===== config.mk =====
export PLATFORM = sky130hd
export DESIGN_NAME = atm_session_ctrl_flat
export DESIGN_NICKNAME = d
export VERILOG_FILES = /design/src/rtl/atm_session_if.sv /design/src/rtl/atm_session_ctrl.sv /design/src/flat_wrapper.sv
export SDC_FILE = /design/constraint.sdc
export NUM_CORES = 1
export LEC_CHECK = 0
export CORE_ASPECT_RATIO = 1.25
export CORE_MARGIN = 8
export CORE_UTILIZATION = 48
export CTS_BUF_LIST = sky130_fd_sc_hd__clkbuf_8 sky130_fd_sc_hd__clkbuf_16
export DETAILED_ROUTE_END_ITERATION = 7
export MAX_ROUTING_LAYER = met4
export PLACE_DENSITY_LB_ADDON = 0.12
export SLEW_MARGIN = 5
export SYNTH_ARGS = -nofsm -noshare
export SYNTH_HDL_FRONTEND = slang
export SYNTH_SLANG_ARGS = --single-unit
export TNS_END_PERCENT = 50

===== constraint.sdc =====
create_clock -name clk -period 3.8 [get_ports clk]
set_input_delay 0.76 -clock clk [delete_from_list [all_inputs] [get_ports clk]]
set_output_delay 0.76 -clock clk [all_outputs]
set_load 0.02 [all_outputs]

===== src/rtl/atm_session_if.sv =====
// Bundle between the ATM session controller, the card/keypad front end and the
// combinational account authenticator. slave = controller side.
interface atm_session_if #(
  parameter int MAX_TRIES = 3
);
  localparam int AW = $clog2(MAX_TRIES + 1);

  logic          card_insert;
  logic [3:0]    acc_num_in;
  logic [15:0]   pin_in;
  logic          pin_valid;
  logic          cancel;
  logic          session_end;
  logic          admin_unlock;
  logic [3:0]    admin_idx;
  logic [3:0]    auth_acc_num;
  logic [15:0]   auth_pin;
  logic          acc_found_stat;
  logic          acc_auth_stat;
  logic [3:0]    acc_index_in;
  logic [3:0]    acc_index_out;
  logic          session_active;
  logic [AW-1:0] attempts_left;
  logic          auth_ok;
  logic          auth_fail;
  logic          card_reject;
  logic          acct_locked;
  logic          card_eject;
  logic          timeout;
  logic [2:0]    state_o;

  modport slave (
    input  card_insert, acc_num_in, pin_in, pin_valid, cancel, session_end,
           admin_unlock, admin_idx, acc_found_stat, acc_auth_stat, acc_index_in,
    output auth_acc_num, auth_pin, acc_index_out, session_active, attempts_left,
           auth_ok, auth_fail, card_reject, acct_locked, card_eject, timeout, state_o
  );

  modport master (
    output card_insert, acc_num_in, pin_in, pin_valid, cancel, session_end,
           admin_unlock, admin_idx, acc_found_stat, acc_auth_stat, acc_index_in,
    input  auth_acc_num, auth_pin, acc_index_out, session_active, attempts_left,
           auth_ok, auth_fail, card_reject, acct_locked, card_eject, timeout, state_o
  );
endinterface


===== src/rtl/atm_session_ctrl.sv =====
// ATM session FSM: card lookup, PIN retries with account lockout, session gating.
// Optional inactivity timeout in WAIT_PIN/SESSION enabled by `define ATM_TIMEOUT_EN.
module atm_session_ctrl #(
  parameter int MAX_TRIES      = 3,
  parameter int NUM_ACCTS      = 10,
  parameter int TIMEOUT_CYCLES = 1000
) (
  input  logic          clk,
  input  logic          rst_n,
  atm_session_if.slave  bus
);
  localparam int AW = $clog2(MAX_TRIES + 1);

  localparam logic [2:0] S_IDLE     = 3'd0;
  localparam logic [2:0] S_LOOKUP   = 3'd1;
  localparam logic [2:0] S_WAIT_PIN = 3'd2;
  localparam logic [2:0] S_CHECK    = 3'd3;
  localparam logic [2:0] S_SESSION  = 3'd4;
  localparam logic [2:0] S_EJECT    = 3'd5;

  logic [2:0]           state_q, state_d;
  logic [3:0]           acc_num_q, acc_num_d;
  logic [15:0]          pin_q, pin_d;
  logic [3:0]           idx_q, idx_d;
  logic [AW-1:0]        att_q, att_d, att_dec;
  logic [NUM_ACCTS-1:0] lock_q, lock_d;
  logic [15:0]          lock_ext;
  logic ok_q, ok_d, fail_q, fail_d, rej_q, rej_d, lkd_q, lkd_d, ej_q, ej_d, tmo_q, tmo_d;
  logic                 tmo_hit;

  // Zero-extend so any 4-bit authenticator index is a safe lookup (out of range = unlocked).
  assign lock_ext = 16'(lock_q);
  assign att_dec  = (att_q == '0) ? '0 : att_q - AW'(1);

`ifdef ATM_TIMEOUT_EN
  localparam int TW = (TIMEOUT_CYCLES > 2) ? $clog2(TIMEOUT_CYCLES) : 1;
  logic [TW-1:0] tcnt_q;
  logic          t_run;

  assign t_run   = (state_q == S_WAIT_PIN) || (state_q == S_SESSION);
  assign tmo_hit = t_run && (tcnt_q == TW'(TIMEOUT_CYCLES - 1));

  always_ff @(posedge clk or negedge rst_n) begin
    if (!rst_n)
      tcnt_q <= '0;
    else if (t_run && !bus.pin_valid && !bus.session_end && state_d == state_q)
      tcnt_q <= tcnt_q + TW'(1);
    else
      tcnt_q <= '0;
  end
`else
  logic unused_tmo_cfg;
  assign unused_tmo_cfg = ^TIMEOUT_CYCLES;
  assign tmo_hit        = 1'b0;
`endif

  always_comb begin
    state_d   = state_q;
    acc_num_d = acc_num_q;
    pin_d     = pin_q;
    idx_d     = idx_q;
    att_d     = att_q;
    lock_d    = lock_q;
    ok_d = 1'b0; fail_d = 1'b0; rej_d = 1'b0; lkd_d = 1'b0; ej_d = 1'b0; tmo_d = 1'b0;

    for (int i = 0; i < NUM_ACCTS; i++)
      if (bus.admin_unlock && bus.admin_idx == 4'(i)) lock_d[i] = 1'b0;

    case (state_q)
      S_IDLE:
        if (bus.card_insert) begin
          acc_num_d = bus.acc_num_in;
          state_d   = S_LOOKUP;
        end
      S_LOOKUP:
        if (!bus.acc_found_stat) begin
          rej_d   = 1'b1;
          state_d = S_EJECT;
        end else if (lock_ext[bus.acc_index_in]) begin
          lkd_d   = 1'b1;
          state_d = S_EJECT;
        end else begin
          idx_d   = bus.acc_index_in;
          att_d   = AW'(MAX_TRIES);
          state_d = S_WAIT_PIN;
        end
      S_WAIT_PIN:
        if (bus.cancel || tmo_hit) begin
          tmo_d   = tmo_hit;
          state_d = S_EJECT;
        end else if (bus.pin_valid) begin
          pin_d   = bus.pin_in;
          state_d = S_CHECK;
        end
      S_CHECK:
        if (bus.acc_auth_stat) begin
          ok_d    = 1'b1;
          state_d = S_SESSION;
        end else begin
          att_d = att_dec;
          if (att_dec == '0) begin
            // Set after the unlock loop so a same-cycle unlock of this bit loses.
            for (int i = 0; i < NUM_ACCTS; i++)
              if (idx_q == 4'(i)) lock_d[i] = 1'b1;
            lkd_d   = 1'b1;
            state_d = S_EJECT;
          end else begin
            fail_d  = 1'b1;
            state_d = S_WAIT_PIN;
          end
        end
      S_SESSION:
        if (bus.cancel || bus.session_end || tmo_hit) begin
          tmo_d   = tmo_hit;
          state_d = S_EJECT;
        end
      S_EJECT: begin
        ej_d    = 1'b1;
        pin_d   = '0;
        att_d   = '0;
        state_d = S_IDLE;
      end
      default: state_d = S_IDLE;
    endcase
  end

  always_ff @(posedge clk or negedge rst_n) begin
    if (!rst_n) begin
      state_q   <= S_IDLE;
      acc_num_q <= '0;
      pin_q     <= '0;
      idx_q     <= '0;
      att_q     <= '0;
      lock_q    <= '0;
      ok_q <= 1'b0; fail_q <= 1'b0; rej_q <= 1'b0; lkd_q <= 1'b0; ej_q <= 1'b0; tmo_q <= 1'b0;
    end else begin
      state_q   <= state_d;
      acc_num_q <= acc_num_d;
      pin_q     <= pin_d;
      idx_q     <= idx_d;
      att_q     <= att_d;
      lock_q    <= lock_d;
      ok_q <= ok_d; fail_q <= fail_d; rej_q <= rej_d; lkd_q <= lkd_d; ej_q <= ej_d; tmo_q <= tmo_d;
    end
  end

  assign bus.auth_acc_num   = acc_num_q;
  assign bus.auth_pin       = pin_q;
  assign bus.acc_index_out  = idx_q;
  assign bus.session_active = (state_q == S_SESSION);
  assign bus.attempts_left  = att_q;
  assign bus.auth_ok        = ok_q;
  assign bus.auth_fail      = fail_q;
  assign bus.card_reject    = rej_q;
  assign bus.acct_locked    = lkd_q;
  assign bus.card_eject     = ej_q;
  assign bus.timeout        = tmo_q;
  assign bus.state_o        = state_q;
endmodule


===== src/flat_wrapper.sv =====
// flat-port wrapper written by rule: the top's interface ports become plain ports
module atm_session_ctrl_flat 
#(
  parameter int MAX_TRIES      = 3,
  parameter int NUM_ACCTS      = 10,
  parameter int TIMEOUT_CYCLES = 1000
)
  (clk, rst_n, bus_card_insert, bus_acc_num_in, bus_pin_in, bus_pin_valid, bus_cancel, bus_session_end, bus_admin_unlock, bus_admin_idx, bus_acc_found_stat, bus_acc_auth_stat, bus_acc_index_in, bus_auth_acc_num, bus_auth_pin, bus_acc_index_out, bus_session_active, bus_attempts_left, bus_auth_ok, bus_auth_fail, bus_card_reject, bus_acct_locked, bus_card_eject, bus_timeout, bus_state_o);
  atm_session_if #(.MAX_TRIES(MAX_TRIES)) bus_i ();
  input  logic clk;
  input  logic rst_n;
  input wire logic [$bits(bus_i.card_insert)-1:0] bus_card_insert;
  input wire logic [$bits(bus_i.acc_num_in)-1:0] bus_acc_num_in;
  input wire logic [$bits(bus_i.pin_in)-1:0] bus_pin_in;
  input wire logic [$bits(bus_i.pin_valid)-1:0] bus_pin_valid;
  input wire logic [$bits(bus_i.cancel)-1:0] bus_cancel;
  input wire logic [$bits(bus_i.session_end)-1:0] bus_session_end;
  input wire logic [$bits(bus_i.admin_unlock)-1:0] bus_admin_unlock;
  input wire logic [$bits(bus_i.admin_idx)-1:0] bus_admin_idx;
  input wire logic [$bits(bus_i.acc_found_stat)-1:0] bus_acc_found_stat;
  input wire logic [$bits(bus_i.acc_auth_stat)-1:0] bus_acc_auth_stat;
  input wire logic [$bits(bus_i.acc_index_in)-1:0] bus_acc_index_in;
  output wire logic [$bits(bus_i.auth_acc_num)-1:0] bus_auth_acc_num;
  output wire logic [$bits(bus_i.auth_pin)-1:0] bus_auth_pin;
  output wire logic [$bits(bus_i.acc_index_out)-1:0] bus_acc_index_out;
  output wire logic [$bits(bus_i.session_active)-1:0] bus_session_active;
  output wire logic [$bits(bus_i.attempts_left)-1:0] bus_attempts_left;
  output wire logic [$bits(bus_i.auth_ok)-1:0] bus_auth_ok;
  output wire logic [$bits(bus_i.auth_fail)-1:0] bus_auth_fail;
  output wire logic [$bits(bus_i.card_reject)-1:0] bus_card_reject;
  output wire logic [$bits(bus_i.acct_locked)-1:0] bus_acct_locked;
  output wire logic [$bits(bus_i.card_eject)-1:0] bus_card_eject;
  output wire logic [$bits(bus_i.timeout)-1:0] bus_timeout;
  output wire logic [$bits(bus_i.state_o)-1:0] bus_state_o;
  assign bus_i.card_insert = bus_card_insert;
  assign bus_i.acc_num_in = bus_acc_num_in;
  assign bus_i.pin_in = bus_pin_in;
  assign bus_i.pin_valid = bus_pin_valid;
  assign bus_i.cancel = bus_cancel;
  assign bus_i.session_end = bus_session_end;
  assign bus_i.admin_unlock = bus_admin_unlock;
  assign bus_i.admin_idx = bus_admin_idx;
  assign bus_i.acc_found_stat = bus_acc_found_stat;
  assign bus_i.acc_auth_stat = bus_acc_auth_stat;
  assign bus_i.acc_index_in = bus_acc_index_in;
  assign bus_auth_acc_num = bus_i.auth_acc_num;
  assign bus_auth_pin = bus_i.auth_pin;
  assign bus_acc_index_out = bus_i.acc_index_out;
  assign bus_session_active = bus_i.session_active;
  assign bus_attempts_left = bus_i.attempts_left;
  assign bus_auth_ok = bus_i.auth_ok;
  assign bus_auth_fail = bus_i.auth_fail;
  assign bus_card_reject = bus_i.card_reject;
  assign bus_acct_locked = bus_i.acct_locked;
  assign bus_card_eject = bus_i.card_eject;
  assign bus_timeout = bus_i.timeout;
  assign bus_state_o = bus_i.state_o;
  atm_session_ctrl #(.MAX_TRIES(MAX_TRIES), .NUM_ACCTS(NUM_ACCTS), .TIMEOUT_CYCLES(TIMEOUT_CYCLES)) u_core (.clk(clk), .rst_n(rst_n), .bus(bus_i));
endmodule

After elaboration in Yosys (flattened, before gate mapping) --
Cells that the tools add are included. Widths: inputs -> output; s select.
Storage, ports and cells: memories 0, output and inout bits 36, memory bits (writable) 0, register bits after elaboration 44, word-level logic and storage cells 123, bits of input ports 37, latch bits 0, ROM bits 0
Cells by class: eq/ne operators 31, muxes and demuxes 55, add/sub/neg operators 1, bitwise gates (word level) 1, reductions and logical operators 23, divide/modulo/power cells 0, order comparisons 1, multipliers 0, shifts and indexed selects 0
Operator list (count):
- $mux 1 | 33
- $eq 4x3->1 const B | 8
- $mux 16 | 2
- $pmux 16 s2 | 1
- $mux 10 | 3
- $mux 3 | 8
- $eq 4x2->1 const B | 4
- $eq 4x4->1 const B | 4
- $pmux 3 s5 | 1
- $ne 2x2->1 const B | 6
- $logic_and 1x1->1 | 10
- $reduce_and 3->1 | 3
- $eq 4x1->1 const B | 2
- $logic_not 4->1 | 2
- $mux 2 | 4
- $eq 3x2->1 const B | 2
- $eq 3x3->1 const B | 2
- $pmux 2 s3 | 1
- $lt 4x5->1 const B | 1
- $bmux 1 s4 | 1
- $logic_not 2->1 | 2
- $reduce_and 4->1 | 1
- $eq 3x1->1 const B | 1
- $logic_not 3->1 | 1
- 9 further kinds | 9

Longest topological paths before layout --
Gate-level depths: netlist (run 1).
depth after elaboration 7, mapped depth 8

Worst setup path after synthesis (run 1) --
Ideal clock, no wire load.
kind in2reg, start point in bus_acc_index_in[0], end point reg u_core.idx_q[0] (netlist: u_core.bus.acc_index_out[0]), arrival time 1.954 ns, data required time 3.675 ns, library setup time 0.125 ns, stages on the path 6, path slack 1.721 ns, path through buf_6 > mux4_2 > nand2b_4 > nand3_2 > nand2_2 > mux2_4
Between the ends: word-level cells in the longest chain between the ends 4
Ends and longest elaborated chain:
- start: declaration | RTL line flat_wrapper.sv:22 | input wire logic [$bits(bus_i.acc_index_in)-1:0] bus_acc_index_in;
- $bmux 1 s4 | RTL line atm_session_ctrl.sv:79 | end else if (lock_ext[bus.acc_index_in]) begin
- $mux 1 (not written as such) | RTL line atm_session_ctrl.sv:79
- $not 1->1 (no source line)
- $reduce_and 3->1 (no source line)
- end signal: assignment | RTL line atm_session_ctrl.sv:140 | idx_q <= idx_d;
- end: declaration | RTL line atm_session_ctrl.sv:24 | logic [3:0] idx_q, idx_d;
Parallel ways exist; a longest one is shown, timed or not. The select of a mux whose other input is x is not followed. A chain may end at the register's enable or synchronous reset.

Final worst setup path (run 1) --
start point reg u_core.state_q[0] (netlist: u_core.bus.state_o[0]), end point out bus_session_active
Between the ends: word-level cells in the longest chain between the ends 1
Ends and longest elaborated chain:
- start: declaration | RTL line atm_session_ctrl.sv:21 | logic [2:0] state_q, state_d;
- start signal: assignment | RTL line atm_session_ctrl.sv:137 | state_q <= state_d;
- $eq 3x3->1 | RTL line atm_session_ctrl.sv:150 | assign bus.session_active = (state_q == S_SESSION);
- end: declaration | RTL line flat_wrapper.sv:26 | output wire logic [$bits(bus_i.session_active)-1:0] bus_session_active;
No other way between the ends.

==> summary.md, run 1 <==
| Metric | Value |
|---|---|
| Gpl congestion | 0.882 |
| Slowest stage delay, CP | 0.62 ns |
| Crit path kind | flip-flop to primary output |
| Unrepaired setup endpoints after global routing | no |
| Sequential element share of the synthesized area | 53.3% |
| Cell area after synthesis | 2070 um2 |
| Pleak | 1.28 nW |
| Synth area leaders | dfrtp_1 53%, nand2_1 7.1%, o21ai_0 6.8% |
| First-pass GRT wire length | 8.31 mm |
| CP startpoint kind | flip-flop |
| Largest net degree at the start of global routing | 45 |
| Cell-by-cell listing of the critical path | inv_1 -> and3_1 -> clkdlybuf4s50_1 |
| Slew @ Worst Pin | 0.941 ns |
| Bufs on Longest Clock Path | 2 |
| Num Clock Sinks | 44 |
| Die H | 89.4 um |
| Crit path time final | 2.57 ns |
| I/O pin total | 73 |
| Vias in the first global route | 1743 |
| Rel. slew slack | 37.3% |
| Required time worst endpoint | 3.04 ns |
| Top-count cell post-synth | dfrtp_1 |
| Syn_area_per_cell | 9.99 um2 |
| Die area | 6680 um2 |
| Max Cap Viol | 0 |
| Synth unique cells | 43 |
| Latest clock arrival within the worst-skew pair | 0.30 ns |
| Fin. Hold Viols | 0 |
| Pwr Total | 2.16 mW |
| Crit-path max FO | 13 |
| Slowest library cell on the worst path | dfrtp_1 |
| Post-synth top flop | dfrtp_1 |
| Initial drt markers | 67 |
| # diodes | 0 |
| H-tree depth | 2 |
| Final worst-path cycle share | 67.8% |
| Synth top area share | 53.3% |
| Drt drc | 0 |
| Commonest cells post-synth | 44 x dfrtp_1, 39 x nand2_1, 28 x o21ai_0 |
| GRT overflow | 0 |
| Syn_nets | 244 |
| Final Setup Violations | 0 |
| TritonCTS clock tree | done |
| Post-CTS sizing | 0 |
| CP Capture Type | primary output |
| Setup_tns | 0 ns |
| Number of synthesized flops with an enable pin | 0 |
| Power per cell area | 747 nW/um2 |
| Initial antenna violation count | 0 |
| Detail Route Antenna Nets | 0 |
| Share of cells above drive strength 1 | 10.1% |
| Root Buffer | clkbuf_8 |
| Async S/R FF share, synth | 100% |
| VDD IR max | 0.000529 V |
| Core Area | 4100 um2 |
| Run status | finished clean |
| YS warnings | 0 |
| Worst EP arrival | 1.81 ns |
| Clk slew on worst S/H paths | 0.08 ns |
| Via Count | 1783 |
| Fill count | 335 |
| Peak Freq | 388 MHz |
| Initial Util | 50.4% |
| WL/cell | 15.3 um |
| Site Rows | 26 |
| Synth-to-Final Area Change | 39.6% |
| Cell taking the most area after synthesis | dfrtp_1 |
| Setup bufs post-CTS | 0 |
| Drt total wl | 5.09 mm |
| CTS Buf Count | 5 |
| Dpl hpwl | 3.85 mm |
| Fin. max-slew vios | 0 |
| Post-Syn Instances | 207 |
| Total track usage | 16.7% |
| Post-Route Skew | 0.00600 ns |
| DR vias/cell | 5.35 |
| Die X | 74.7 um |
| Fin nets | 313 |
| I/O Buffers | 71 |
| Hold crit path type | flip-flop to flip-flop |
| Drt pass-1 iters | 4 |
| CTS Hold Bufs | 0 |
| Synthesis-stage register bit count | 44 |
==> where the power goes <==
group / internal (mW) / leakage, nW / switching (mW)
combinational: 0.502 / 0.675 / 0.547
sequential: 0.647 / 0.557 / 0.156
clock: 0.145 / 0.0486 / 0.159
==> layout by cell type, fill, tap and decap left out, drive strengths merged, types with 4 or more instances in the layout <==
cell and count:
a21oi 4, a31oi 5, clkbuf 6, clkdlybuf4s50 70
dfrtp 44, inv 6, mux2 7, nand2 40
nand2b 8, nor2 11, o21ai 39
==> routing by layer <==
metal / wire length [um] / track usage [%] / vias to the layer above
li1: - / - / 856
met1: 2230 / 20.6 / 843
met2: 2410 / 26.1 / 75
met3: 355 / 3.14 / 9
met4: 91 / 6.96 / 0
met5: 0 / - / -
==> worst max-delay path: cells and delay by family, from the launching register on <==
kind                   cells  cell delay, ns
buffers and inverters      2            0.68
AND/OR/NAND/NOR            1            0.22
flip-flops                 1            0.62
==> final timing paths <==
| kind | startpoint | to | slack (ns) | depth (start not counted) |
|---|---|---|---|---|
| setup / recovery | u_core.bus.state_o[0] | bus_session_active | 1.23 | 3 |
| max in group asynchronous | rst_n | u_core.bus.state_o[2] | 2.61 | 1 |
| hold reg to reg | u_core.bus.auth_pin[6] | u_core.bus.auth_pin[6] | 0.48 | 2 |
| hold / removal | u_core.bus.auth_pin[6] | u_core.bus.auth_pin[6] | 0.48 | 2 |
| setup reg to reg | u_core.bus.state_o[1] | u_core.bus.auth_pin[12] | 1.94 | 6 |
| min in group asynchronous | rst_n | u_core.bus.auth_pin[14] | 0.60 | 1 |
==> sequential cells by signal, summed over array words and instances, names as in the netlist <==
| name | count |
|---|---|
| u_core.lock_q | 10 |
| u_core.bus.card_eject | 1 |
| u_core.bus.auth_ok | 1 |
| u_core.bus.acct_locked | 1 |
| u_core.bus.auth_fail | 1 |
| u_core.bus.acc_index_out | 4 |
| u_core.bus.attempts_left | 2 |
| u_core.bus.auth_pin | 16 |
| u_core.bus.state_o | 3 |
| u_core.bus.card_reject | 1 |
| u_core.bus.auth_acc_num | 4 |
==> cell families after synthesis <==
group,after synthesis,share of synthesized area [%]
muxes,11,6.90
AOI/OAI and AO/OA,58,16.0
DFF,44,53.3
other,1,0.181
buffers and inverters,15,3.99
and+or+nand+nor,78,19.7
==> stage by stage <==
step,cells,util (%),instance area [um2],hold WS (ns),setup slack (ns)
floorplan,207,-,2070,0.464,1.72
global placement,325,68.1,2790,0.461,1.07
detailed placement,325,68.1,2790,0.470,1.05
CTS,333,70.4,2890,0.489,1.22
global route,333,70.4,2890,0.514,1.10
finish,333,70.4,2890,0.483,1.23
==> final cells by class <==
class	instances	area [um2]	area share, %
Tap cell	56	70.1	2.43
Clock inverter	2	11.3	0.390
Clock buffer	6	82.6	2.86
Multi-Input combinational cell	148	890	30.8
Timing Repair Buffer	72	713	24.7
Sequential cell	44	1100	38.1
Inverter	5	18.8	0.650
Power figures use the tool's default switching activity.
==> inputs of run 2 (changes only) <==
Settings changed: CORE_UTILIZATION 48 to 40.
Clock period 3.8 ns to 2.1 ns, I/O delays scaled along.
==> summary.md, run 2 (synthesis results as in run 1) <==
| Metric | Value |
|---|---|
| Synth-to-Final Area Change | 47.5% (was 39.6%) |
| I/O Buffers | 71 (unchanged) |
| Gpl congestion | 0.797 (was 0.882) |
| Setup slack, reg-to-reg | 0.40 ns (was 1.94 ns) |
| Crit-path max FO | 10 (was 13) |
| Total track usage | 14.7% (was 16.7%) |
| Unrepaired setup endpoints after global routing | no (unchanged) |
| CP startpoint kind | flip-flop (unchanged) |
| I/O pin total | 73 (unchanged) |
| Die H | 96.4 um (was 89.4 um) |
| Fin. max-slew vios | 0 (unchanged) |
| Initial drt markers | 78 (was 67) |
| Latest clock arrival within the worst-skew pair | 0.29 ns (was 0.30 ns) |
| # diodes | 0 (unchanged) |
| Commonest non-fill, non-tap cell in the layout | clkdlybuf4s50_1 (unchanged) |
| CTS Buf Count | 5 (unchanged) |
| Max Cap Viol | 0 (unchanged) |
| Final Setup Violations | 0 (unchanged) |
| Worst r2r src | u_core.bus.state_o[2] (was u_core.bus.state_o[1]) |
| DP Area | 2930 um2 (was 2790 um2) |
| Site Rows | 29 (was 26) |
| Required time worst endpoint | 1.68 ns (was 3.04 ns) |
| Gate power share | 49.8% (was 48.7%) |
| Worst EP arrival | 1.59 ns (was 1.81 ns) |
| Root Buffer | clkbuf_8 (unchanged) |
| WL/cell | 15.2 um (was 15.3 um) |
| Fill count | 452 (was 335) |
| Core Area | 5040 um2 (was 4100 um2) |
| Fin. Hold Viols | 0 (unchanged) |
| Bufs on Longest Clock Path | 2 (unchanged) |
| TritonCTS clock tree | done (unchanged) |
| H-tree depth | 2 (unchanged) |
| Pleak | 1.37 nW (was 1.28 nW) |
| Fin nets | 329 (was 313) |
| Peak Freq | 498 MHz |
| Largest net degree at the start of global routing | 33 (was 45) |
| Dpl hpwl | 4.32 mm (was 3.85 mm) |
| Sw Pwr | 1.60 mW (was 0.862 mW) |
| Run status | finished clean (unchanged) |
| Die X | 80.3 um (was 74.7 um) |
| Hold crit path type | primary input to asynchronous set/reset pin (was flip-flop to flip-flop) |
| Crit path kind | flip-flop to primary output (unchanged) |
| Detail Route Antenna Nets | 0 (unchanged) |
| Initial Util | 41.0% (was 50.4%) |
| Setup bufs post-CTS | 0 (unchanged) |
| Power per cell area | 1350 nW/um2 (was 747 nW/um2) |
| DR vias/cell | 4.95 (was 5.35) |
| First-pass GRT wire length | 8.69 mm (was 8.31 mm) |
| Crit path time final | 2.01 ns |
| Max reg flops | 16 (unchanged) |
| Drt total wl | 5.40 mm (was 5.09 mm) |
| CP Capture Type | primary output (unchanged) |
| Post-Route Skew | 0.00598 ns (was 0.00600 ns) |
| Share of cells above drive strength 1 | 15.7% (was 10.1%) |
| Final worst-path cycle share | 95.7% |
| Vias in the first global route | 1812 (was 1743) |
| Initial antenna violation count | 0 (unchanged) |
| Drt drc | 0 (unchanged) |
| Num Clock Sinks | 44 (unchanged) |
| Setup_tns | 0 ns (unchanged) |
| Drt pass-1 iters | 4 (unchanged) |
| Clk slew on worst S/H paths | 0.09 ns (was 0.08 ns) |
| Sw Share | 38.8% (was 40.0%) |
| GRT overflow | 0 (unchanged) |
| Crit path from | u_core.bus.state_o[2] (was u_core.bus.state_o[0]) |
| Flop pwr share | 34.2% (was 37.2%) |
| Internal power | 2.53 mW (was 1.29 mW) |
| Most frequent cells in the layout | 70 x clkdlybuf4s50_1, 43 x dfrtp_1, 39 x nand2_1, 28 x o21ai_0, 16 x buf_4 (was 70 x clkdlybuf4s50_1, 44 x dfrtp_1, 39 x nand2_1, 28 x o21ai_0) |
| Via Count | 1757 (was 1783) |
| VDD IR max | 0.000632 V (was 0.000529 V) |
| Cell area after layout | 3050 um2 (was 2890 um2) |
| Die area | 7740 um2 (was 6680 um2) |
| Clk pwr share | 16.0% (was 14.1%) |
[run 2: cell count changes in the layout (fill, tap and decap cells not counted)]
cell       delta
buf_4        +15
dfrtp_2       +1
inv_6         +1
clkbuf_8      -1
buf_12        +1
bufinv_16     +1
inv_1         -1
dfrtp_1       -1
[run 2: power groups by stage]
stage	Clock [mW]	Sequential [mW]	Combinational [mW]
final	0.662	1.41	2.06
after global routing	0.715	1.47	2.22
after CTS	0.682	1.41	2.09
after detailed placement	0	1.43	2.09
after global placement	0	1.42	2.06
after floorplan	0	1.72	0.818
[run 2: layout make-up]
cell class | instances | area (um2) | share of cell area [%]
multi-input combinational | 148 | 890 | 29.2
clock inverter | 3 | 46.3 | 1.52
timing repair buffer | 88 | 846 | 27.7
clock buffer | 5 | 68.8 | 2.26
tap | 62 | 77.6 | 2.54
inverter | 5 | 18.8 | 0.616
sequential | 44 | 1100 | 36.2
[run 2: timing repair]
action                                  4_1_cts  5_1_grt
hold buffers                                  0        0
endpoints found under the setup margin        1        0
resized for setup                             1        0
[run 2: worst max-delay path, stage by stage, from the launching register on]
cell	delay [ns]
dfrtp_2	0.47
and3_1	0.21
clkdlybuf4s50_1	0.62
[run 2: path summary, 6_finish.rpt]
kind                                                 to  cells past startpoint
worst max register to register         u_core.lock_q[0]                      4
worst min-delay path              u_core.bus.card_eject                      1
max in group asynchronous         u_core.bus.state_o[2]                      2
worst min register to register  u_core.bus.auth_pin[12]                      2
min in group clk                u_core.bus.auth_pin[12]                      2
worst max-delay path                 bus_session_active                      2
[run 2: metrics by stage]
step / utilization (%) / power [mW] / hold slack [ns] / instances / setup slack, ns
finish: 60.5 / 4.13 / 0.0814 / 355 / 0.0908
global route: 60.5 / 4.41 / 0.106 / 355 / 0.0454
CTS: 60.5 / 4.19 / 0.0868 / 355 / 0.0782
detailed placement: 58.1 / 3.51 / 0.414 / 347 / -0.103
global placement: 58.1 / 3.48 / 0.419 / 347 / -0.0885
floorplan: - / 2.54 / 0.124 / 207 / 0.361
[run 2: layer usage]
layer / vias up / share of wire, % / track usage [%]
met5: - / 0 / -
met4: 0 / 0.54 / 4.10
met3: 2 / 4.8 / 3.43
met2: 39 / 55 / 27.1
met1: 829 / 40 / 15.1
li1: 887 / - / -
==> inputs of run 3 (changes only) <==
Settings changed: SETUP_SLACK_MARGIN from default to 0.4.
==> summary.md, run 3 (synthesis results as in run 1) <==
| Metric | Value |
|---|---|
| Post-Route Skew | 0.00716 ns (was 0.00598 ns) |
| Drt total wl | 5.65 mm (was 5.40 mm) |
| CTS Hold Bufs | 0 (unchanged) |
| DP Area | 2940 um2 (was 2930 um2) |
| Largest net degree at the start of global routing | 33 (unchanged) |
| Site Rows | 29 (unchanged) |
| I/O Buffers | 71 (unchanged) |
| Final hold slack | 0.0438 ns (was 0.0814 ns) |
| WL/cell | 15.7 um (was 15.2 um) |
| Drt drc | 0 (unchanged) |
| Share of cells above drive strength 1 | 19.5% (was 15.7%) |
| Via Count | 1809 (was 1757) |
| Power per cell area | 1330 nW/um2 (was 1350 nW/um2) |
| Most frequent cells in the layout | 47 x clkdlybuf4s50_1, 43 x dfrtp_1, 39 x nand2_1, 28 x o21ai_0, 20 x buf_4 (was 70 x clkdlybuf4s50_1, 43 x dfrtp_1, 39 x nand2_1, 28 x o21ai_0, 16 x buf_4) |
| Max Cap Viol | 0 (unchanged) |
| Initial Util | 41.0% (unchanged) |
| Crit path time final | 1.68 ns (was 2.01 ns) |
| First-pass GRT wire length | 9.23 mm (was 8.69 mm) |
| Initial antenna violation count | 0 (unchanged) |
| Commonest non-fill, non-tap cell in the layout | clkdlybuf4s50_1 (unchanged) |
| Cell family with most CP delay | buffers and inverters (unchanged) |
| Die X | 80.3 um (unchanged) |
| I/O pin total | 73 (unchanged) |
| Required time worst endpoint | 1.68 ns (about the same) |
| Die area | 7740 um2 (unchanged) |
| Detail Route Antenna Nets | 0 (unchanged) |
| Pleak | 1.55 nW (was 1.37 nW) |
| Hold crit path type | primary input to asynchronous set/reset pin (unchanged) |
| Slowest stage delay, CP | 0.61 ns (was 0.62 ns) |
| Initial drt markers | 88 (was 78) |
| Bufs on Longest Clock Path | 2 (unchanged) |
| Placed cells | 346 (was 347) |
| Fin nets | 334 (was 329) |
| CP Capture Type | primary output (unchanged) |
| Non-filler cells, final | 360 (was 355) |
| H-tree depth | 2 (unchanged) |
| Final worst-path cycle share | 79.9% (was 95.7%) |
| Drt pass-1 iters | 4 (unchanged) |
| Fin. max-slew vios | 0 (unchanged) |
| Run status | finished clean (unchanged) |
| Fill count | 464 (was 452) |
| VDD IR max | 0.000678 V (was 0.000632 V) |
| # diodes | 0 (unchanged) |
| Crit path kind | flip-flop to primary output (unchanged) |
| Num Clock Sinks | 44 (unchanged) |
| Dpl hpwl | 4.26 mm (was 4.32 mm) |
| Synth-to-Final Area Change | 52.0% (was 47.5%) |
| CTS Buf Count | 5 (unchanged) |
| Total track usage | 15.6% (was 14.7%) |
| Crit path depth | 1 (was 2) |
| GRT overflow | 0 (unchanged) |
| TritonCTS clock tree | done (unchanged) |
| Latest clock arrival within the worst-skew pair | 0.30 ns (was 0.29 ns) |
| Max reg flops | 16 (unchanged) |
| Peak Freq | 596 MHz (was 498 MHz) |
| Worst r2r path cells | 6 (was 4) |
| Worst EP arrival | 1.26 ns (was 1.59 ns) |
| Cell area after layout | 3140 um2 (was 3050 um2) |
| Fin. Hold Viols | 0 (unchanged) |
| CP startpoint kind | flip-flop (unchanged) |
| DR vias/cell | 5.03 (was 4.95) |
| Unrepaired setup endpoints after global routing | yes (was no) |
| Pwr Total | 4.17 mW (was 4.13 mW) |
| Gpl congestion | 0.818 (was 0.797) |
| Die H | 96.4 um (unchanged) |
| Worst path bufs/invs | 1 (unchanged) |
| Root Buffer | clkbuf_8 (unchanged) |
| Vias in the first global route | 1935 (was 1812) |
| Clk slew on worst S/H paths | 0.09 ns (about the same) |
| Crit-path max FO | 2 (was 10) |
| Core Area | 5040 um2 (unchanged) |
| Slowest library cell on the worst path | clkdlybuf4s50_1 (unchanged) |
| Cell-by-cell listing of the critical path | clkdlybuf4s50_1 (was and3_1 -> clkdlybuf4s50_1) |
| Final Setup Violations | 0 (unchanged) |
| Setup_tns | 0 ns (unchanged) |
[run 3: repair_timing]
action,in CTS,in global routing
pin swaps,4,0
gates cloned,0,0
resized for setup,16,17
setup buffers,1,5
endpoints found under the setup margin,28,34
[run 3: report_power, final]
group          internal, mW  switching (mW)
Clock                 0.359           0.307
Sequential             1.17           0.239
Combinational         0.979            1.11
[run 3: layout make-up]
| class | instances | area [um2] | area share [%] |
|---|---|---|---|
| sequential | 44 | 1100 | 35.1 |
| clock buffer | 5 | 68.8 | 2.19 |
| inverter | 5 | 18.8 | 0.597 |
| tap | 62 | 77.6 | 2.47 |
| clock inverter | 3 | 46.3 | 1.47 |
| multi-input combinational | 148 | 932 | 29.7 |
| timing repair buffer | 93 | 896 | 28.5 |
[run 3: worst paths after layout]
check,start,slack [ns],end
min in group clk,u_core.bus.auth_pin[12],0.48,u_core.bus.auth_pin[12]
setup reg to reg,u_core.bus.state_o[2],0.46,u_core.bus.acc_index_out[1]
hold / removal,rst_n,0.04,u_core.bus.auth_fail
max in group asynchronous,rst_n,1.48,u_core.bus.auth_pin[9]
hold reg to reg,u_core.bus.auth_pin[12],0.48,u_core.bus.auth_pin[12]
setup / recovery,u_core.bus.auth_pin[14],0.42,bus_auth_pin[14]
[run 3: routing by layer]
layer | up-vias | track usage [%] | share of wire (%)
li1 | 894 | - | -
met1 | 844 | 17.4 | 41
met2 | 64 | 26.4 | 51
met3 | 7 | 4.54 | 7.1
met4 | 0 | 4.71 | 1.0
met5 | - | - | 0
[run 3: per-stage QoR]
step                      worst slack (ns)  utilization, %
after floorplan                      0.391               -
after global placement             -0.0752            58.3
after detailed placement            -0.125            58.3
after CTS                            0.277            60.7
after global routing                 0.360            62.3
final                                0.422            62.3
==> variant 1: new RTL, settings of run 2 <==
`NUM_ACCTS` is set to 10 in 2 places; all go to 9.
--- a/src/rtl/atm_session_ctrl.sv
+++ b/src/rtl/atm_session_ctrl.sv
@@ -2,7 +2,7 @@
 // Optional inactivity timeout in WAIT_PIN/SESSION enabled by `define ATM_TIMEOUT_EN.
 module atm_session_ctrl #(
   parameter int MAX_TRIES      = 3,
-  parameter int NUM_ACCTS      = 10,
+  parameter int NUM_ACCTS      = 9,
   parameter int TIMEOUT_CYCLES = 1000
 ) (
   input  logic          clk,
--- a/src/flat_wrapper.sv
+++ b/src/flat_wrapper.sv
@@ -2,7 +2,7 @@
 module atm_session_ctrl_flat 
 #(
   parameter int MAX_TRIES      = 3,
-  parameter int NUM_ACCTS      = 10,
+  parameter int NUM_ACCTS      = 9,
   parameter int TIMEOUT_CYCLES = 1000
 )
   (clk, rst_n, bus_card_insert, bus_acc_num_in, bus_pin_in, bus_pin_valid, bus_cancel, bus_session_end, bus_admin_unlock, bus_admin_idx, bus_acc_found_stat, bus_acc_auth_stat, bus_acc_index_in, bus_auth_acc_num, bus_auth_pin, bus_acc_index_out, bus_session_active, bus_attempts_left, bus_auth_ok, bus_auth_fail, bus_card_reject, bus_acct_locked, bus_card_eject, bus_timeout, bus_state_o);
Formal check against the unedited RTL: no difference found for any inputs over 10 cycles, from zero or initial values and one cycle with rst_n low; that may be too few to reach the edited logic, so the function may still have changed.
==> variant 1 against run 2 <==
Final cell count decreased by 2.5%; synthesized area decreased by 5.8%; critical path type is now input pin to flop; power decreased by 7.7%; setup slack improved by 0.0093 ns; critical path depth increased by 6; design area decreased by 4.1%; highest routed layer unchanged; routed wire length decreased by 3.1%; sequential cell count decreased by 1.
==> variant 1: results (changes against run 2) <==
===============================================================================================
Combinational Power ..............................................................      1.93 mW   -6%
Critical path's largest stage delay ..............................................      0.46 ns   -0.16 ns
Filler cell count in the final layout ............................................          406   -10%
Global-route total usage across every layer ......................................        0.150   +0.00331
Pre-Repair DR Iteration Count ....................................................            5   +1
Clock network power ..............................................................       486 uW   -27%
Post-route insts no fill .........................................................          346   -2.5%
FF-to-FF End ..................................................................... u_core.lock_q[5]
Clock buffers created by TritonCTS ...............................................            5   unchanged
CP Data Arrival Time .............................................................      2.17 ns   +0.58 ns
Violation count after the first detailed-routing iteration .......................          112   +44%
Pre-CTS setup slack ..............................................................    -0.209 ns   -0.106 ns
Mux cell area share after synthesis ..............................................       0.0527   -0.0163
Vias in the first global route ...................................................         1790   -1.2%
Final worst clock skew ...........................................................   0.00530 ns   -0.000682 ns
Launching instance or port of the critical path .................................. bus_acc_index_in[0]
Minimum setup slack among reg-to-reg paths .......................................      0.38 ns   -0.02 ns
Proportion of synthesized chip area in sequential cells ..........................        0.553   +0.0200
Number of nets in the final layout ...............................................          322   -2.1%
Count of distinct cell types in the synthesized netlist ..........................           36   -16%
Placed Cells .....................................................................          338   -2.6%
Source of the worst register-to-register timing path ............................. u_core.bus.state_o[1]
Detailed-route wire length .......................................................      5.23 mm   -3.1%
Leakage component of the power ...................................................      1.32 nW   -3.3%
Run status ....................................................................... finished, final reports clean
Compound-Gate Fraction of Synth Area .............................................        0.166   +0.00600
Placement-stage cell area ........................................................  0.00284 mm2   -3.1%
Placer's final routability congestion estimate ...................................        0.854   +7.1%
Power Density ....................................................................  1300 mW/mm2   -3.7%
Critical-path maximum fanout .....................................................            3   -7
Average size of a mapped cell ....................................................     9.78 um2   -2.0%
Area share of xor/xnor cells in the synthesized design ...........................            0   unchanged
Clock input transition at the sequential cells of the worst setup and hold paths .      0.08 ns
DP Wirelength ....................................................................      4.04 mm   -6.4%
Fin util .........................................................................        0.618   +0.0134
Vias .............................................................................         1734   -1.3%
Layout cells sized above 1 .......................................................        0.115   -0.0416
Commonest cells in the synthesized netlist ....................................... sky130_fd_sc_hd__nand2_1 (53), sky130_fd_sc_hd__dfrtp_1 (43), sky130_fd_sc_hd__o21ai_0 (30)
Final Hold Slack .................................................................    0.0730 ns   -0.00836 ns
===============================================================================================
-- variant 1: metal layers --
metal  share of wire  vias up  track usage
li1                -      863            -
met1            0.45      805        0.184
met2            0.49       62        0.242
met3           0.057        4       0.0335
met4          0.0075        0       0.0433
met5               0        -            -
-- variant 1: final cells by class --
class	count	share of cell area
well taps	60	0.0257
repair buffers	87	0.291
clock buffers	5	0.0235
multi-input cells	142	0.280
flip-flops and latches	43	0.368
clock inverters	3	0.00428
inverters	6	0.00771
-- variant 1: worst max-delay path by stage --
stage | endpoint | slack (ns) | depth (start not counted)
global route | u_core.bus.attempts_left[0] | 0.01 | 8
floorplan | u_core.bus.auth_acc_num[0] | 0.32 | 3
global placement | u_core.bus.attempts_left[0] | -0.17 | 8
CTS | u_core.bus.attempts_left[0] | 0.10 | 8
detailed placement | u_core.bus.attempts_left[0] | -0.21 | 8
finish | u_core.bus.attempts_left[0] | 0.10 | 8
==> variant 2: new RTL, settings of run 2 <==
Without the edit above. Build with the macro `ATM_TIMEOUT_EN` defined.
--- a/src/rtl/atm_session_ctrl.sv
+++ b/src/rtl/atm_session_ctrl.sv
@@ -1,5 +1,7 @@
 // ATM session FSM: card lookup, PIN retries with account lockout, session gating.
 // Optional inactivity timeout in WAIT_PIN/SESSION enabled by `define ATM_TIMEOUT_EN.
+`define ATM_TIMEOUT_EN
+
 module atm_session_ctrl #(
   parameter int MAX_TRIES      = 3,
   parameter int NUM_ACCTS      = 10,
Formal check against the unedited RTL: same outputs for any inputs over 10 cycles, from zero or initial values and one cycle with rst_n low; that may be too few to reach the edited logic, so the function may still have changed.
==> variant 2 against run 2 <==
Largest power group unchanged; sequential power grew 16%; design area grew 19%; routed wire length rose by 18%; sequential cell count rose by 11; critical path depth rose by 5; first-iteration DRC count decreased by 37%; power grew 2.2%; synthesized cell count up 14%; non-clock buffer count is 4 higher; clock skew is 0.0022 ns lower; synthesized area is 26% higher; setup slack better by 0.0076 ns; combinational power fell by 3%; highest routed layer unchanged.
==> variant 2: results (changes against run 2) <==
===============================================================================================
Run status ....................................................................... finished, final reports clean
Share of synthesized registers carrying an async set or reset ....................         1.00   unchanged
Vias in the first global route ...................................................         2242   +24%
CP max stage cell ................................................................ sky130_fd_sc_hd__dfrtp_1
Clock input transition at the sequential cells of the worst setup and hold paths .      0.10 ns
Clock network latency to the later pin of the worst-skew pair ....................      0.30 ns
Post-Synth Adder-Cell Area .......................................................      0.00482   +0.00482
Count of input and output buffers ................................................           72   +1.4%
Layout cells sized above 1 .......................................................        0.162   +0.00508
Area share of xor/xnor cells in the synthesized design ...........................       0.0270   +0.0270
Root buffer cell ................................................................. sky130_fd_sc_hd__clkbuf_8
DP Wirelength ....................................................................      4.89 mm   +13%
Number of failing hold endpoints at the final stage ..............................            0   unchanged
Detailed-route wire length .......................................................      6.37 mm   +18%
CP Data Arrival Time .............................................................      2.25 ns   +0.66 ns
Top post-synthesis cells by area ................................................. sky130_fd_sc_hd__dfrtp_1 (53%), sky130_fd_sc_hd__a22o_1 (6.1%), sky130_fd_sc_hd__o21ai_0 (3.7%)
Global-route total usage across every layer ......................................        0.149   +0.00212
Number of H-tree branching levels ................................................            2   unchanged
CP top delay family .............................................................. compound AO/OA/AOI/OAI gates
First-pass GRT wire length .......................................................      10.8 mm   +24%
Placement-stage cell area ........................................................  0.00354 mm2   +21%
CTS max path bufs ................................................................            2   unchanged
Critical-path maximum fanout .....................................................           10   unchanged
Worst-margin pin slew ............................................................     0.692 ns
Largest vdd supply drop ..........................................................   0.000576 V   -8.7%
Max FFs per register .............................................................           16   unchanged
Number of nets in the final layout ...............................................          364   +11%
Mux cell area share after synthesis ..............................................       0.0414   -0.0276
Compound-Gate Fraction of Synth Area .............................................        0.161   +0.00108
Leakage component of the power ...................................................      1.58 nW   +15%
Proportion of synthesized chip area in sequential cells ..........................        0.530   -0.00282
Hold crit path type .............................................................. input pin to async pin
Violation count after the first detailed-routing iteration .......................           49   -37%
Antenna diodes ...................................................................            0   unchanged
Synth Net Count ..................................................................          273   +12%
Filler cell count in the final layout ............................................          591   +31%
Placer's final routability congestion estimate ...................................        0.796   -0.15%
Post-detailed-route via-to-cell ratio ............................................         5.09   +2.8%
Pre-Repair DR Iteration Count ....................................................            4   unchanged
Pin count of the biggest net entering global routing .............................           56   +70%
Number of synthesis warnings .....................................................            0   unchanged
Critical path's largest stage delay ..............................................      0.41 ns   -0.21 ns
Count of distinct cell types in the synthesized netlist ..........................           56   +30%
Clock buffers created by TritonCTS ...............................................            5   unchanged
Commonest cells in the synthesized netlist ....................................... sky130_fd_sc_hd__dfrtp_1 (55), sky130_fd_sc_hd__o21ai_0 (19), sky130_fd_sc_hd__a22o_1 (18)
Final worst clock skew ...........................................................   0.00376 ns   -0.00222 ns
Total internal power .............................................................      2.65 mW   +4.7%
===============================================================================================
variant 2: cell count changes after synthesis, moves of 9 or more:
| cell | run 2 | this run |
|---|---|---|
| sky130_fd_sc_hd__o21ai_0 | 28 | 19 |
| sky130_fd_sc_hd__o21ai_1 | 11 | 1 |
| sky130_fd_sc_hd__dfrtp_1 | 44 | 55 |
| sky130_fd_sc_hd__nor2_2 | 0 | 10 |
| sky130_fd_sc_hd__a22o_1 | 1 | 18 |
| sky130_fd_sc_hd__nand2_1 | 39 | 17 |
variant 2: logic make-up after synthesis:
group	after synthesis
simple gates	88
flops	55
buf+inv	15
compound gates	58
fa+ha+maj	1
xor+xnor	8
mux	10
variant 2: area by class of cell:
class,instances,area share
clock buffer,5,0.0189
clock inverter,3,0.00551
inverter,7,0.00723
multi-input combinational,165,0.313
sequential,55,0.380
tap,87,0.0300
timing repair buffer,92,0.246
variant 2: worst paths after layout:
check / from / end / slack [ns] / depth (start not counted)
worst min register to register: u_core.tcnt_q[0] / u_core.tcnt_q[0] / 0.47 / 1
max in group asynchronous: rst_n / u_core.bus.state_o[1] / 1.75 / 2
worst max register to register: u_core.tcnt_q[0] / u_core.tcnt_q[2] / 0.1 / 7
worst max-delay path: u_core.tcnt_q[0] / u_core.tcnt_q[2] / 0.1 / 7
worst min-delay path: rst_n / u_core.lock_q[0] / 0.09 / 2
min in group clk: u_core.tcnt_q[0] / u_core.tcnt_q[0] / 0.47 / 1
variant 2: metrics by stage:
stage	instances	worst slack (ns)	util
floorplan	235	0.0584	-
global route	414	0.0000353	0.564
detailed placement	406	-0.195	0.550
CTS	414	0.0835	0.564
finish	414	0.0984	0.564
global placement	406	-0.166	0.550
variant 2: per-layer routing:
metal | up-vias | track usage | part of all wire | wire length (um)
li1 | 1031 | - | - | -
met5 | - | - | 0 | 0
met2 | 45 | 0.253 | 0.52 | 3320
met1 | 1023 | 0.167 | 0.41 | 2640
met3 | 8 | 0.0340 | 0.049 | 315
met4 | 0 | 0.0497 | 0.015 | 97
variant 2: repair_timing:
item | 4_1_cts | 5_1_grt
endpoints found under the hold margin | 0 | 0
cloned | 0 | 0
gates resized for setup | 3 | 1
pin swaps | 0 | 0
endpoints found under the setup margin | 3 | 1
setup buffers | 0 | 0
variant 2: power by group through the flow:
stage	sequential [mW]	combinational (mW)	clock, mW
final	1.64	2.00	0.573
after global routing	1.70	2.15	0.636
after CTS	1.65	2.04	0.605
after detailed placement	1.66	2.04	0
after global placement	1.66	2.02	0
after floorplan	1.96	0.726	0
